$ cat config.mk
export PLATFORM = sky130hd
export DESIGN_NAME = vrampx_arbiter
export DESIGN_NICKNAME = d
export VERILOG_FILES = /design/src/rtl/vrampx_pkg.sv /design/src/rtl/vrampx_wfifo.sv /design/src/rtl/vrampx_arbiter.sv
export SDC_FILE = /design/constraint.sdc
export NUM_CORES = 1
export LEC_CHECK = 0
export BUFFER_PORTS_ARGS = -buffer_cell sky130_fd_sc_hd__buf_2
export CORE_MARGIN = 2
export CORE_UTILIZATION = 58
export DETAILED_ROUTE_END_ITERATION = 12
export GPL_TIMING_DRIVEN = 0
export PLACE_DENSITY = 0.89
export SLEW_MARGIN = 25
export SYNTH_ARGS = -nofsm -noshare
export SYNTH_HDL_FRONTEND = slang
export SYNTH_SLANG_ARGS = --single-unit
$ cat constraint.sdc
create_clock -name clkPixel -period 5.1 [get_ports clkPixel]
set_input_delay 0.765 -clock clkPixel [delete_from_list [all_inputs] [get_ports clkPixel]]
set_output_delay 0.765 -clock clkPixel [all_outputs]
set_load 0.05 [all_outputs]
$ cat src/rtl/vrampx_pkg.sv
// vrampx_pkg: shared VRAMpixel widths and read-FSM state encoding
package vrampx_pkg;
  localparam int VRAM_ADDR_W = 17;
  localparam int VRAM_DATA_W = 8;
  typedef enum logic [1:0] {
    R_IDLE  = 2'd0,
    R_PEND  = 2'd1,
    R_ISSUE = 2'd2
  } rstate_t;
endpackage

$ cat src/rtl/vrampx_wfifo.sv
// vrampx_wfifo: synchronous write FIFO; push/pop in, head/full/empty/level out
module vrampx_wfifo #(
  parameter int W     = 25,
  parameter int DEPTH = 8
) (
  input  logic                     clkPixel,
  input  logic                     reset,
  input  logic                     push,
  input  logic                     pop,
  input  logic [W-1:0]             din,
  output logic [W-1:0]             head,
  output logic                     full,
  output logic                     empty,
  output logic [$clog2(DEPTH):0]   level
);
  localparam int PW = $clog2(DEPTH);
  localparam int LW = PW + 1;
  logic [W-1:0]  mem [DEPTH];
  logic [PW-1:0] wp, rp;
  assign head  = mem[rp];
  assign full  = level == LW'(DEPTH);
  assign empty = level == '0;
  always_ff @(posedge clkPixel) begin
    if (push) mem[wp] <= din;
  end
  always_ff @(posedge clkPixel or posedge reset) begin
    if (reset) begin
      wp    <= '0;
      rp    <= '0;
      level <= '0;
    end else begin
      if (push) wp <= wp + 1'b1;
      if (pop) rp <= rp + 1'b1;
      level <= level + LW'(push) - LW'(pop);
    end
  end
endmodule

$ cat src/rtl/vrampx_arbiter.sv
// vrampx_arbiter: VRAMpixel port arbiter; pixel engine first, CPU writes drained from a FIFO and single reads in blanking slots
module vrampx_arbiter
  import vrampx_pkg::*;
#(
  parameter int ADDR_W     = VRAM_ADDR_W,
  parameter int DATA_W     = VRAM_DATA_W,
  parameter int FIFO_DEPTH = 8
) (
  input  logic                         clkPixel,
  input  logic                         reset,
  input  logic                         blank,
  input  logic                         gpu_req,
  input  logic [ADDR_W-1:0]            gpu_addr,
  output logic [DATA_W-1:0]            gpu_q,
  input  logic                         cpu_req,
  input  logic                         cpu_we,
  input  logic [ADDR_W-1:0]            cpu_addr,
  input  logic [DATA_W-1:0]            cpu_wdata,
  output logic                         cpu_ready,
  output logic                         cpu_rvalid,
  output logic [DATA_W-1:0]            cpu_rdata,
  output logic [$clog2(FIFO_DEPTH):0]  fifo_level,
  output logic [ADDR_W-1:0]            ram_addr,
  output logic [DATA_W-1:0]            ram_d,
  output logic                         ram_we,
  input  logic [DATA_W-1:0]            ram_q
);
  rstate_t                   rstate;
  logic [ADDR_W-1:0]         rd_addr;
  logic [ADDR_W+DATA_W-1:0]  head;
  logic                      full, empty, cpu_slot, push, drain, issue, rd_acc;
  assign cpu_slot  = blank & ~gpu_req;
  // reads wait for an empty FIFO, which orders them after every earlier write
  assign cpu_ready = (rstate == R_IDLE) && (cpu_we ? !full : empty);
  assign push      = cpu_req & cpu_ready & cpu_we;
  assign rd_acc    = cpu_req & cpu_ready & ~cpu_we;
  assign drain     = cpu_slot & ~empty;
  // a pending read implies an empty FIFO, so issue never collides with drain
  assign issue     = cpu_slot && (rstate == R_PEND);
  assign ram_addr  = drain ? head[ADDR_W+DATA_W-1:DATA_W] : issue ? rd_addr : gpu_addr;
  assign ram_d     = head[DATA_W-1:0];
  assign ram_we    = drain;
  assign gpu_q     = ram_q;
  vrampx_wfifo #(.W(ADDR_W+DATA_W), .DEPTH(FIFO_DEPTH)) u_wfifo (
    .clkPixel (clkPixel),
    .reset    (reset),
    .push     (push),
    .pop      (drain),
    .din      ({cpu_addr, cpu_wdata}),
    .head     (head),
    .full     (full),
    .empty    (empty),
    .level    (fifo_level)
  );
  always_ff @(posedge clkPixel or posedge reset) begin
    if (reset) begin
      rstate     <= R_IDLE;
      rd_addr    <= '0;
      cpu_rvalid <= 1'b0;
      cpu_rdata  <= '0;
    end else begin
      cpu_rvalid <= rstate == R_ISSUE;
      if (rstate == R_ISSUE) cpu_rdata <= ram_q;
      if (rd_acc) begin
        rstate  <= R_PEND;
        rd_addr <= cpu_addr;
      end else if (issue) rstate <= R_ISSUE;
      else if (rstate == R_ISSUE) rstate <= R_IDLE;
    end
  end
endmodule

After elaboration in Yosys (flattened, before gate mapping)
Memory sizes are Yosys's and may differ from the RTL's.
Index checks and enable logic that the tools add are counted.

operators by class
  bitwise logic cells = 8
  div/mod/pow operators = 0
  reduce and logical (&&, ||, !) cells = 6
  equal/unequal tests = 3
  multiply operators = 0
  $lt $le $gt $ge = 0
  $add $sub $neg = 4
  mux-type cells = 8
  shift operators = 0

operators with widths
  kind                 count
  $mux 17              2
  $add 3x1->3 const B  2
  $mux 2               3
  $and 1x1->1          5
  $add 4x1->4          1
  $eq 4x4->1 const B   1
  $logic_not 4->1      1
  $sub 4x1->4          1
  $mux 1               3
  $not 1->1            3
  $reduce_bool 3->1    1
  $eq 2x1->1 const B   1
  $eq 2x2->1 const B   1
  $logic_and 1x1->1    2
  $logic_not 2->1      1
  $logic_not 1->1      1

storage, ports and cells
  bits in latches = 0
  memories = 1
  bits in writable memories = 200
  register bits = 38
  bits of input ports = 56
  bits in read-only memories = 0

memories
  name         words  width  rd ports  clocked after memory_dff  write ports  line                source
  u_wfifo.mem  8      25     1         0                         1            vrampx_wfifo.sv:18  logic [W-1:0] mem [DEPTH];

Depth between registers and ports, before layout
  depth after elaboration = 8
  mapped depth = 12

Modules after synthesis
From an unflattened synthesis, not the netlist that was laid out.

second synthesis, totals
  cells, all modules = 466
  area, all modules = 9744.3 um^2

modules (own cells, without submodules)
  module          times used  seq. area each (um^2)  area each (um^2)  cells each
  vrampx_wfifo    1           6256.0                 8269.2            345
  vrampx_arbiter  1           700.7                  1475.2            121

Worst setup path after synthesis
OpenSTA, ideal clock, no wires.

  path type = reg-to-reg
  start = register u_wfifo.level[2]
  end = memory u_wfifo.mem[0][0] (enable)
  path slack = -0.247 ns
  arrival = 4.876 ns
  stages on the path, launching flop included = 7
  setup time = 0.470 ns
  buffers on the path = 0
  path through = dfrtp_1 inv_1 ha_1 or3b_4 a2111oi_4 or2b_1 nor4_1

between the ends
  cells in the longest elaborated chain, start to end = 8
  elaborated cells between the ends (all ways) = 9
  classes of those cells = eq/ne: 1; mux: 3; bitwise: 2; reduce/logical: 3

RTL lines
  element                           line                  source
  start: declaration                vrampx_wfifo.sv:14    output logic [$clog2(DEPTH):0] level
  start signal: assignment          vrampx_wfifo.sv:34    level <= level + LW'(push) - LW'(pop);
  $eq 4x4->1                        vrampx_wfifo.sv:21    assign full = level == LW'(DEPTH);
  $logic_not 1->1                   vrampx_arbiter.sv:34  assign cpu_ready = (rstate == R_IDLE) && (cpu_we ? !full : empty);
  $mux 1 (*)                        vrampx_arbiter.sv:34
  $logic_and 1x1->1 (*)             vrampx_arbiter.sv:34
  net cpu_ready                     vrampx_arbiter.sv:19  output logic cpu_ready,
  $and 1x1->1 (*) (2 in a row)      vrampx_arbiter.sv:35  assign push = cpu_req & cpu_ready & cpu_we;
  $mux 1 (*)                        vrampx_wfifo.sv:24    if (push) mem[wp] <= din;
  $mux 1 (not written as such) (*)  vrampx_wfifo.sv:24
  end: declaration                  vrampx_wfifo.sv:18

The timed path passes the listed nets; every way through them passes the cells marked *.

Worst setup path in the final report
  start = register rstate[1]
  end = output port ram_addr[15]

between the ends
  cells in the longest elaborated chain, start to end = 4

RTL lines
  element                   line                  source
  start: declaration        vrampx_arbiter.sv:28  rstate_t rstate;
  start signal: assignment  vrampx_arbiter.sv:57  rstate <= R_IDLE;
  start signal: assignment  vrampx_arbiter.sv:65  rstate <= R_PEND;
  start signal: assignment  vrampx_arbiter.sv:67  end else if (issue) rstate <= R_ISSUE;
  $eq 2x1->1                vrampx_arbiter.sv:39  assign issue = cpu_slot && (rstate == R_PEND);
  $logic_and 1x1->1         vrampx_arbiter.sv:39
  $mux 17 (2 in a row)      vrampx_arbiter.sv:40  assign ram_addr = drain ? head[ADDR_W+DATA_W-1:DATA_W] : issue ? rd_addr : gpu_addr;
  end: declaration          vrampx_arbiter.sv:23  output logic [ADDR_W-1:0] ram_addr,

Every way passes these cells.

==> flow_summary.toml <==
[synthesis]
yosys.area.top_type = "edfxtp_1"
synth_top_area_frac = 0.620
synth-edff-count = 200
synth_fp_nets = 604
synth_fa_ha_area_frac = 0.0124
synth_top_flop_cell = "edfxtp_1"
syn_avg_cell_area_um2 = 18.0
synth_top_family_by_area = "multiplexers"
synthCells = 539
syn_area_um2 = 9690
yosys-top-cells-count = "edfxtp_1 (200), mux2_2 (60), dfrtp_1 (38)"
synth_xor_area_frac = 0.00542
synthArstFlopShare = 0.160
synth_cell_types = 37
synth_warnings = 0
yosys.area_share.simple = 0.0292
synth_area_leaders = "edfxtp_1 (62%), dfrtp_1 (9.8%), mux2_2 (7.0%), mux4_2 (3.7%), mux2i_1 (3.5%)"
muxShareOfSynthArea = 0.156
synth-compound-area-share = 0.0559
ys_ff_latch = 238
ys_seq_area_frac = 0.718
synth.most_common_cell = "edfxtp_1"

[sta]
min_period_over_period = 0.790
timing.hold.ws_ns = 0.273
clock_skew_ns = 0.0123
relSlewSlack = 0.345
finalSetupTns_ns = 0
setup_ws_ns = 1.07
final_hold_viol_count = 0
slew_viol_final = 0
min_period_ns = 4.03
rsz0062_at_grt = "no"
fmax_mhz = 248
setup_violations = 0
worstMarginPinSlew_ns = 0.969

[global_routing]
grt_overflow_total = 0
grt_max_degree = 21
grt_pass1_vias = 5923
grtUsageTotal = 0.251
grt_pass1_wl_mm = 33.5
antenna_found_initial = 0

[pwr]
powerDensity_nw_per_um2 = 559
p_leak_nw = 4.25
p_int_mw = 4.19
swShare = 0.353
ir_worst_vdd_v = 0.000594
p_clk_frac = 0.273
p_switching_mw = 2.29
total_power_mw = 6.48
combPwrFrac = 0.349
seqPwrFrac = 0.378

[clock_tree]
cts_hold_buf = 0
cts_buffers = 25
ctsResizeCount = 0
cts_tree = "done"
htree_num_levels = 1
insertion_delay_ns = 0.51
cts_root_buf = "clkbuf_16"
clockBufferDepth = 3
cts_setup_buffers = 0
path_clk_slew_ns = 0.06
clock_sinks = 238

[setup_path]
r2r.worst_path.cells = 12
crit_chain = "nor4bb_2 > buf_2 > buf_2 > a211oi_1 > a21oi_1 > buf_2"
critPathMaxFanout = 10
path_common_cell = "buf_2"
cp_slowest_cell = "nor4bb_2"
crit_type = "register to output pin"
worstPathArrival_ns = 3.26
regToRegSetupSlack_ns = 1.45
cp-end-kind = "output pin"
reg2reg_from = "u_wfifo.level[2]$_DFF_PP0_"
r2r-end = "u_wfifo.level[2]$_DFF_PP0_"
start_kind = "register"
max_stage_delay_ns = 0.88
cp.required_ns = 4.34

[placement]
dp_slack_ns = 1.27
dp_cells = 877
place.gp.congestion = 0.825
placed_area_um2 = 10800
hpwl_mm = 14.3
io_buffers = 103

[final_layout]
multi_input_area_um2 = 2580
finalNonFillerCells = 922
utilization = 0.704
drive_above_1_share = 0.385
nNetsFinal = 749
antenna_cells = 0
syn2layout_area_growth_pct = 19.5
finish.instance_area_um2 = 11600
register_area_um2 = 6960
fillerInstances = 999

[die]
rows = 47
die_area_um2 = 17800
die_h_um = 133
core_area_um2 = 16500
die_x_um = 133
io_pins = 104
start_util = 0.589

[detailed_routing]
wire_per_inst_um = 23.7
routed_via_density = 6.05
num_vias = 5574
antenna_left = 0
drtIter0Drc = 493
drt_pass1_iterations = 5
drcViolationCount = 0
drt-total-wl_mm = 21.9

[status]
status = "complete, no violations"

[min_path]
min_path_type = "input port to asynchronous set/reset pin"

[job]
max-cap-violations = 0
## layer usage
| layer | GRT usage | vias up | share of wire |
|---|---|---|---|
| li1 | - | 2421 | - |
| met1 | 0.313 | 2838 | 0.38 |
| met2 | 0.449 | 267 | 0.52 |
| met3 | 0.0498 | 48 | 0.071 |
| met4 | 0.0709 | 0 | 0.026 |
| met5 | 0 | - | 0 |
## area by class of cell
| cell class | count | share of cell area |
|---|---|---|
| flip-flops and latches | 238 | 0.600 |
| well taps | 220 | 0.0238 |
| inverters | 11 | 0.00356 |
| repair buffers | 118 | 0.0635 |
| multi-input cells | 254 | 0.223 |
| clock buffers | 32 | 0.0589 |
| clock inverters | 13 | 0.0108 |
| plain buffers | 36 | 0.0159 |
## critical path, delay by kind of cell (launching register included)
kind | cells | cell delay [ns]
buffers and inverters | 3 | 1.13
flip-flops | 1 | 0.45
AO/OA/AOI/OAI | 2 | 0.29
AND/OR/NAND/NOR | 1 | 0.88
## logic make-up (layout without fill, tap and decap cells)
logic type                 after synthesis  count (layout)
adders and majority gates                9               9
muxes                                  119             119
DFF                                    238             238
xor gates and xnor gates                 6               6
AOI/OAI and AO/OA                       73              73
buffers and inverters                   47             210
and+or+nand+nor                         47              47
## worst max path at each step
stage	startpoint	to
2_1_floorplan	u_wfifo.level[2]$_DFF_PP0_	u_wfifo.mem[1][0]$_DFFE_PP_
3_3_place_gp	cpu_we	u_wfifo.mem[1][0]$_DFFE_PP_
3_5_place_dp	gpu_req	ram_addr[9]
4_1_cts	u_wfifo.level[2]$_DFF_PP0_	ram_addr[9]
5_1_grt	u_wfifo.level[2]$_DFF_PP0_	ram_addr[5]
6_report	rstate[1]$_DFFE_PP0P_	ram_addr[15]
## power groups by stage
stage	logic [mW]	clock network (mW)	registers [mW]
6_report	2.26	1.77	2.45
5_1_grt	2.39	1.87	2.47
4_1_cts	2.27	1.79	2.44
3_5_place_dp	2.25	0	2.48
3_3_place_gp	2.11	0	2.46
2_1_floorplan	1.49	0	2.62
## layout by cell type, fill, tap and decap left out, drive strengths merged, types with 2 or more instances in the layout
cell      netlist  layout
nor3            2       2
o221ai         17      17
nand3           2       2
dfrtp          38      38
bufinv          0       2
xnor2           3       3
nor2b          19      19
ha              8       8
mux2i          34      34
nand2           7       7
nor2            7       7
mux2           69      69
clkinvlp        0       3
clkinv          0       7
nand2b          2       2
a22oi          17      17
a211oi         17      17
xor2            3       3
mux4           16      16
clkbuf         14      46
edfxtp        200     200
nor4            3       3
a21oi          18      18
inv            11      12
buf            22     140
## flip-flops by register name, summed over array words and instances (netlist names)
| signal | flops |
|---|---|
| u_wfifo.mem | 200 |
| rd_addr | 17 |
| cpu_rdata | 8 |
| u_wfifo.level | 4 |
| u_wfifo.rp | 3 |
| u_wfifo.wp | 3 |
| rstate | 2 |
| cpu_rvalid | 1 |
Power figures use the tool's default switching activity.
